### config.mk
export PLATFORM = sky130hd
export DESIGN_NAME = hier_leaf_dispatch
export DESIGN_NICKNAME = d
export VERILOG_FILES = /design/src/rtl/hier_leaf_dispatch.sv
export SDC_FILE = /design/constraint.sdc
export NUM_CORES = 1
export LEC_CHECK = 0
export CAP_MARGIN = 20
export CORE_MARGIN = 1.5
export CORE_UTILIZATION = 48
export CTS_BUF_LIST = sky130_fd_sc_hd__clkbuf_8
export DETAILED_ROUTE_END_ITERATION = 7
export PLACE_DENSITY_LB_ADDON = 0.3
export SLEW_MARGIN = 20
export SYNTH_ARGS = -nofsm -noshare
export SYNTH_HDL_FRONTEND = slang
export SYNTH_SLANG_ARGS = --single-unit
export TNS_END_PERCENT = 30
### constraint.sdc
create_clock -name clk -period 2.4 [get_ports clk]
set_input_delay 0.72 -clock clk [delete_from_list [all_inputs] [get_ports clk]]
set_output_delay 0.72 -clock clk [all_outputs]
set_load 0.03 [all_outputs]
### src/rtl/hier_leaf_dispatch.sv
// ---------------------------------------------------------------------------
// hier_leaf_dispatch
//
// Dispatch stage in front of a leaf fan-out group. One valid/ready input
// stream is buffered in a 2-entry FIFO that feeds a 1-entry output register.
// Each word goes to exactly one child channel, in strict round-robin order.
// A stalled target blocks the stream: the stage never skips ahead.
//
// Ports:
//   clk        rising-edge clock
//   rst        asynchronous, active-high reset
//   in_valid   upstream word valid
//   in_ready   stage can accept a word (registered, fifo_count < 2)
//   in_data    upstream word
//   out_valid  one-hot valid, bit i addresses child i
//   out_ready  per-child ready; only the targeted child's bit is used
//   out_data   word shared by all children; holds its value while idle
//   out_idx    index of the targeted child
//   disp_cnt   wrapping count of dispatched words
//   stall_cnt  wrapping count of cycles with a word waiting on its target
// ---------------------------------------------------------------------------
module hier_leaf_dispatch #(
   parameter int DATA_W    = 16,
   parameter int NUM_CHILD = 5,
   parameter int CNT_W     = 16
) (
   input  logic                 clk,
   input  logic                 rst,
   input  logic                 in_valid,
   output logic                 in_ready,
   input  logic [DATA_W-1:0]    in_data,
   output logic [NUM_CHILD-1:0] out_valid,
   input  logic [NUM_CHILD-1:0] out_ready,
   output logic [DATA_W-1:0]    out_data,
   output logic [2:0]           out_idx,
   output logic [CNT_W-1:0]     disp_cnt,
   output logic [CNT_W-1:0]     stall_cnt
);

   // 2-entry FIFO storage and pointers
   logic [DATA_W-1:0] fifo_mem [2];
   logic              wr_ptr;
   logic              rd_ptr;
   logic [1:0]        fifo_count;
   logic [1:0]        count_nxt;
   logic              ready_r;

   // output register
   logic              valid_r;
   logic [DATA_W-1:0] data_r;
   logic [2:0]        tgt_r;
   logic [2:0]        rr_ptr;
   logic [2:0]        rr_nxt;

   // handshake decode
   logic tgt_ready;
   logic in_xfer;
   logic out_xfer;
   logic load;
   logic fifo_pop;
   logic fifo_push;
   logic bypass;

   // Select the ready bit of the targeted child; all other bits are ignored.
   always_comb begin
      // NOTE: assigning a default before the loop keeps this purely
      // combinational; a path that leaves it unassigned would infer a latch.
      tgt_ready = 1'b0;
      for (int i = 0; i < NUM_CHILD; i++) begin
         if (tgt_r == 3'(i)) tgt_ready = out_ready[i];
      end
   end

   always_comb begin
      out_valid = '0;
      for (int i = 0; i < NUM_CHILD; i++) begin
         out_valid[i] = valid_r && (tgt_r == 3'(i));
      end
   end

   assign in_xfer   = in_valid && ready_r;
   assign out_xfer  = valid_r && tgt_ready;
   // The register reloads whenever it is empty or its word leaves this cycle.
   assign load      = !valid_r || out_xfer;
   // FIFO head has priority; the input only bypasses when the FIFO is empty,
   // so a word is never presented from both paths at once.
   assign fifo_pop  = load && (fifo_count != 2'd0);
   assign bypass    = load && (fifo_count == 2'd0) && in_xfer;
   assign fifo_push = in_xfer && !bypass;
   assign count_nxt = fifo_count + {1'b0, fifo_push} - {1'b0, fifo_pop};

   // A word loaded in the same cycle as a transfer targets the next child.
   always_comb begin
      rr_nxt = rr_ptr;
      if (out_xfer) begin
         rr_nxt = (rr_ptr == 3'(NUM_CHILD - 1)) ? 3'd0 : rr_ptr + 3'd1;
      end
   end

   always_ff @(posedge clk or posedge rst) begin
      if (rst) begin
         wr_ptr     <= 1'b0;
         rd_ptr     <= 1'b0;
         fifo_count <= 2'd0;
         ready_r    <= 1'b1;
         valid_r    <= 1'b0;
         data_r     <= '0;
         tgt_r      <= 3'd0;
         rr_ptr     <= 3'd0;
         disp_cnt   <= '0;
         stall_cnt  <= '0;
      end else begin
         // NOTE: state updates use non-blocking assignments so every flop
         // samples pre-edge values regardless of statement order.
         if (fifo_push) wr_ptr <= ~wr_ptr;
         if (fifo_pop)  rd_ptr <= ~rd_ptr;
         fifo_count <= count_nxt;
         // Registered from the next count, so in_ready never depends
         // combinationally on out_ready.
         ready_r    <= (count_nxt < 2'd2);
         rr_ptr     <= rr_nxt;
         if (load) valid_r <= fifo_pop || bypass;
         if (fifo_pop) begin
            data_r <= fifo_mem[rd_ptr];
            tgt_r  <= rr_nxt;
         end else if (bypass) begin
            data_r <= in_data;
            tgt_r  <= rr_nxt;
         end
         if (out_xfer)              disp_cnt  <= disp_cnt + CNT_W'(1);
         if (valid_r && !tgt_ready) stall_cnt <= stall_cnt + CNT_W'(1);
      end
   end

   // NOTE: FIFO storage has no reset; an entry is only ever read after it
   // has been written, so clearing it would buy nothing.
   always_ff @(posedge clk) begin
      if (fifo_push) fifo_mem[wr_ptr] <= in_data;
   end

   assign in_ready = ready_r;
   assign out_data = data_r;
   assign out_idx  = tgt_r;

endmodule
# ---- Yosys cells after proc, flatten, opt, wreduce, memory -nomap -nowiden
# Memory sizes are Yosys's and may differ from the RTL's.
# Cells that the tools add are included.
dict set report op_classes {
  add_sub_neg 5
  multipliers 0
  div 0
  order_cmp 1
  n_eq_ne 5
  shift 0
  n_mux 13
  bitwise 2
  n_reduce_logical 21
}
# operator count
set op_table {}
lappend op_table {{$add 16x1->16 const B} 2}
lappend op_table {{$mux 16} 2}
lappend op_table {{$logic_and 1x1->1} 12}
lappend op_table {{$mux 3} 4}
lappend op_table {{$mux 1} 7}
lappend op_table {{$eq 3x2->1 const B} 2}
lappend op_table {{$eq 3x3->1 const B} 2}
lappend op_table {{$reduce_bool 2->1} 2}
lappend op_table {{$add 3x1->3 const B} 1}
lappend op_table {{$eq 3x1->1 const B} 1}
lappend op_table {{$logic_not 1->1} 3}
lappend op_table {{$logic_not 3->1} 1}
lappend op_table {{$add 2x1->2} 1}
lappend op_table {{$logic_not 2->1} 1}
lappend op_table {{$logic_or 1x1->1} 2}
lappend op_table {{$lt 2x2->1 const B} 1}
lappend op_table {{$not 1->1} 2}
lappend op_table {{$sub 2x1->2} 1}
dict set report totals {
  ff_bits 60
  latch_bits 0
  ramBits 32
  romBits 0
  inputBits 24
  output_inout_bits 57
  word_cells 58
  memories 1
}
# name depth word_bits read_ports rd_ports_with_merged_regs wr line_no
set mem_list {}
lappend mem_list {fifo_mem 2 16 1 0 1 41} ;# logic [DATA_W-1:0] fifo_mem [2];

# ---- Logic depth before layout (Yosys ltp)
dict set report depth {
  ltp_word 15
  depth_mapped 12
  mapped_depth_nobuf 10
}

# ---- Least setup slack after synthesis
# OpenSTA, ideal clock, no wires.
dict set report synth_timing {
  path_type {register to register}
  start {register tgt_r[2] (netlist: out_idx[2])}
  end {memory fifo_mem[1][0], enable pin}
  setup_time_ps 389
  arrival_time_ps 2496
  t_required_ps 2011
  slack_ps -485
  stages_incl_launch_ff 8
  period_less_slack_ps 2885
  path_cell_list {dfrtp_1 buf_4 mux2i_2 o21ai_1 or2_0 buf_2 a21o_2 nor2_1}
}
dict set report synth_via {
  elab_chain_cells 14
}
# element line_no
set synth_rtl {}
lappend synth_rtl {{from (decl)} 51} ;# logic [2:0] tgt_r;
lappend synth_rtl {{from (signal assigned)} 125} ;# tgt_r <= rr_nxt;
lappend synth_rtl {{from (signal assigned)} 128} ;# tgt_r <= rr_nxt;
lappend synth_rtl {{$logic_not 3->1} 70} ;# if (tgt_r == 3'(i)) tgt_ready = out_ready[i];
lappend synth_rtl {{$mux 1 (4 in series)} 70}
lappend synth_rtl {{$mux 1 *} 70}
lappend synth_rtl {{$logic_and 1x1->1 *} 82} ;# assign out_xfer = valid_r && tgt_ready;
lappend synth_rtl {{$logic_or 1x1->1 *} 84} ;# assign load = !valid_r || out_xfer;
lappend synth_rtl {{$logic_and 1x1->1 * (2 in series)} 88} ;# assign bypass = load && (fifo_count == 2'd0) && in_xfer;
lappend synth_rtl {{$logic_not 1->1 *} 89} ;# assign fifo_push = in_xfer && !bypass;
lappend synth_rtl {{$logic_and 1x1->1 *} 89}
lappend synth_rtl {{$mux 1 *} 138} ;# if (fifo_push) fifo_mem[wr_ptr] <= in_data;
lappend synth_rtl {{$mux 1 (not written as such) *} 138}
lappend synth_rtl {{to (decl)} 41}
# Mark *: on every way between the ends. The rest lies on a longest branch, timed or not.

# ---- Worst setup path in the final report
dict set report layout_timing {
  start {input port out_ready[2]}
  end {register fifo_count[1]}
}
dict set report layout_via {
  elab_chain_cells 11
}
# element line_no
set layout_rtl {}
lappend layout_rtl {{from (decl)} 33} ;# input logic [NUM_CHILD-1:0] out_ready,
lappend layout_rtl {{$mux 1 * (3 in series)} 70}
lappend layout_rtl {{$logic_and 1x1->1 *} 82}
lappend layout_rtl {{$logic_or 1x1->1 *} 84}
lappend layout_rtl {{$logic_and 1x1->1 (2 in series)} 88}
lappend layout_rtl {{$logic_not 1->1} 89}
lappend layout_rtl {{$logic_and 1x1->1} 89}
lappend layout_rtl {{$add 2x1->2} 90} ;# assign count_nxt = fifo_count + {1'b0, fifo_push} - {1'b0, fifo_pop};
lappend layout_rtl {{$sub 2x1->2 *} 90}
lappend layout_rtl {{via count_nxt[1]} 45} ;# logic [1:0] count_nxt;
lappend layout_rtl {{to (signal assigned)} 117} ;# fifo_count <= count_nxt;
lappend layout_rtl {{to (decl)} 44} ;# logic [1:0] fifo_count;
# The timed path passes the listed nets; every way through them passes the cells marked *.
# A chain may end at the register's enable or synchronous reset.

==> impl_metrics.yaml <==
status:
  status: "complete, no violations"
synth:
  synth.largest_area_cell: "dfrtp_1"
  synth.most_common_cell: "dfrtp_1"
  synth_top_area_share_pct: 36.7
  synth_ff_type: "dfrtp_1"
  yosys_warnings: 0
  netlist_top_cells_count: "dfrtp_1 (59), nor2_1 (34), edfxtp_1 (32)"
  synth_cells: 332
  syn_nets: 362
  synth_area_sq_um: 4020
  ys_types: 43
  synth-edff-count: 32
  synthTopCellsByArea: "dfrtp_1 (37%), edfxtp_1 (24%), xnor2_1 (5.0%)"
  seq_area_frac_synth_pct: 61.3
  syn_avg_cell_area_sq_um: 12.1
  async_flop_share_pct: 65.2
  ys_seq_elements: 92
timing:
  fin_ws_ps: 39.9
  setup_viol: 0
  slew_violations: 0
  fin_skew_ps: 11.2
  post-route-period-util_pct: 98.3
  finalHoldViolCount: 0
  fmax_ghz: 0.424
  grt_setup_unrepaired: "true"
  worst_pin_slew_ps: 450
  relSlewSlack_pct: 69.8
  period_needed_ps: 2360
global_routing:
  met1_usage_pct: 25.8
  antenna_found_initial: 0
  use_met2_pct: 32.3
  grt_max_degree: 61
  top_usage_layer: "met2"
  grt_pass1_wl_um: 13300
  grtUsageTotal_pct: 19.4
  use_met3_pct: 3.46
  first_global_vias: 2727
  grt_remaining_overflow: 0
clock_network:
  numClockSinks: 92
  clock_latency_ps: 350
  cts-root-buf: "clkbuf_8"
  cts_buffers: 9
  cts.clk_slew.worst_paths_ps: 90
  cts_tree: "built"
  cts_max_level: 3
  clock_path_buffers: 2
  holdBufCountCts: 0
worst_setup_path:
  r2r_slack_ps: 50
  critPathMaxFanout: 3
  cp-start-kind: "input port"
  r2r_start: "out_idx[0]"
  worstSetupPathType: "in -> reg"
  crit_path_end_kind: "register"
  worstRegToRegCells: 11
  rr_endpoint: "fifo_count[1]"
  cp.required_ps: 2640
  critPathArrivalTime_ps: 2600
power:
  power.leakage_nw: 2.28
  p_per_area_nw_per_um2: 1370
  power_mw: 7.39
  ir_drop_v: 0.000968
place:
  hpwlAfterDp_um: 5590
  port_buffers: 80
  pre_cts_ws_ps: -577
  gp_congestion: 0.784
floorplanning:
  ios: 81
  die-area_sq_um: 8940
  die_x_um: 94.5
  initial_core_util_pct: 49.2
  die_height_um: 94.5
  num_rows: 33
  coreArea_sq_um: 8180
detailed_routing:
  num_vias: 2760
  drc_errors: 0
  firstDrtPassIters: 4
  detail-route-antenna-nets: 0
  drt_iter0_drc: 124
  avgRoutedWirePerCell_um: 14.8
  viasPerCell: 5.05
  wirelength_um: 8070
min_path:
  holdPathEnd: "stall_cnt[15]"
  hp-start: "stall_cnt[15]"
  min_path_type: "reg -> reg"
  min_path_cells: 1
final_layout:
  multi_input_area_sq_um: 1530
  regArea_sq_um: 2470
  fillCellCount: 657
  insertedDiodeCount: 0
  layout.nets: 466
  area_growth_pct: 34.3
  drive_gt1_share_pct: 17.5
job:
  drv_cap: 0
critical path: stages:
cell and delay [ps]:
dlygate4sd2_1 250, mux2i_4 180, a211oi_4 90, or2_1 240, a21o_4 240, ha_4 260, inv_2 40, ha_4 150
xnor2_2 160, xor2_1 210, inv_1 70
worst max-delay path by stage:
| stage | endpoint | slack [ps] | cells after the start | start |
|---|---|---|---|---|
| 6_report | fifo_count[1] | 40 | 11 | out_ready[2] |
| 5_1_grt | fifo_count[1] | -30 | 11 | out_idx[0] |
| 4_1_cts | out_idx[1] | 20 | 2 | out_idx[1] |
| 3_5_place_dp | fifo_count[1] | -580 | 11 | out_ready[1] |
| 3_3_place_gp | fifo_count[1] | -490 | 11 | out_ready[1] |
| 2_1_floorplan | fifo_count[1] | -170 | 11 | out_ready[2] |
cell families (layout without fill, tap and decap cells):
logic type,after synthesis,in the layout,share of synthesized area [%]
flops,92,92,61.3
compound gates,47,47,7.53
xor+xnor,34,34,7.40
buf+inv,26,135,2.92
mux,24,24,6.53
fa+ha+maj,6,6,1.87
simple gates,103,103,12.5
metal layers:
metal  vias to the layer above  routed length [um]  share of wire, %
li1                       1346                   -                 -
met1                      1354                3650                45
met2                        49                4050                50
met3                        11                 250               3.1
met4                         0                 119               1.5
met5                         -                   0                 0
state kept, by name (all words and copies together) (netlist names):
register	flops
fifo_count	2
valid_r	1
rd_ptr	1
out_data	16
rr_ptr	3
stall_cnt	16
in_ready	1
disp_cnt	16
out_idx	3
wr_ptr	1
fifo_mem	32
layout by cell type, fill, tap and decap left out, types with 3 or more instances in the layout:
cell and n:
dfrtp_2 3, mux2i_1 16, xor2_1 11, o21ai_1 15, and4_1 3, and3_1 4, clkbuf_8 10, inv_1 13
nor2_1 30, buf_4 20, clkbuf_2 3, nand2_1 30, buf_12 4, nor3_1 4, clkdlybuf4s50_1 68, nand4_1 4
dlygate4sd2_1 5, a21oi_1 17, nand2b_1 3, nand3_1 10, edfxtp_1 32, xnor2_1 22, o21ai_0 5, dfrtp_1 56
nor2_2 6, mux2_2 4, ha_1 4
stage by stage:
step,cell area [sq um],hold slack (ps),setup TNS [ps],utilization [%],std cells
6_report,5400,484,0,66.0,546
5_1_grt,5400,507,-30.4,66.0,546
3_3_place_gp,5190,460,-12730,63.5,528
4_1_cts,5380,487,0,65.8,544
3_5_place_dp,5190,462,-16530,63.5,528
2_1_floorplan,4100,419,-2750,-,332
timing repair:
| action | CTS | global route |
|---|---|---|
| setup endpoints to repair | 8 | 7 |
| setup buffers | 0 | 2 |
| pin swaps | 1 | 1 |
| gates resized for setup | 13 | 13 |
power by group:
group,internal [mW],total [mW],switching (mW)
registers,2.13,2.52,0.383
clock network,0.509,1.04,0.528
logic,1.73,3.83,2.11
total,4.37,7.39,3.02
final cells by class:
type	count	share of cell area [%]
clock inverter	6	1.14
inverter	14	0.973
multi-input combinational	214	28.3
tap	105	2.43
clock buffer	10	2.55
timing repair buffer	105	18.9
sequential	92	45.7
Note: power is estimated with default switching activity, not from simulation.
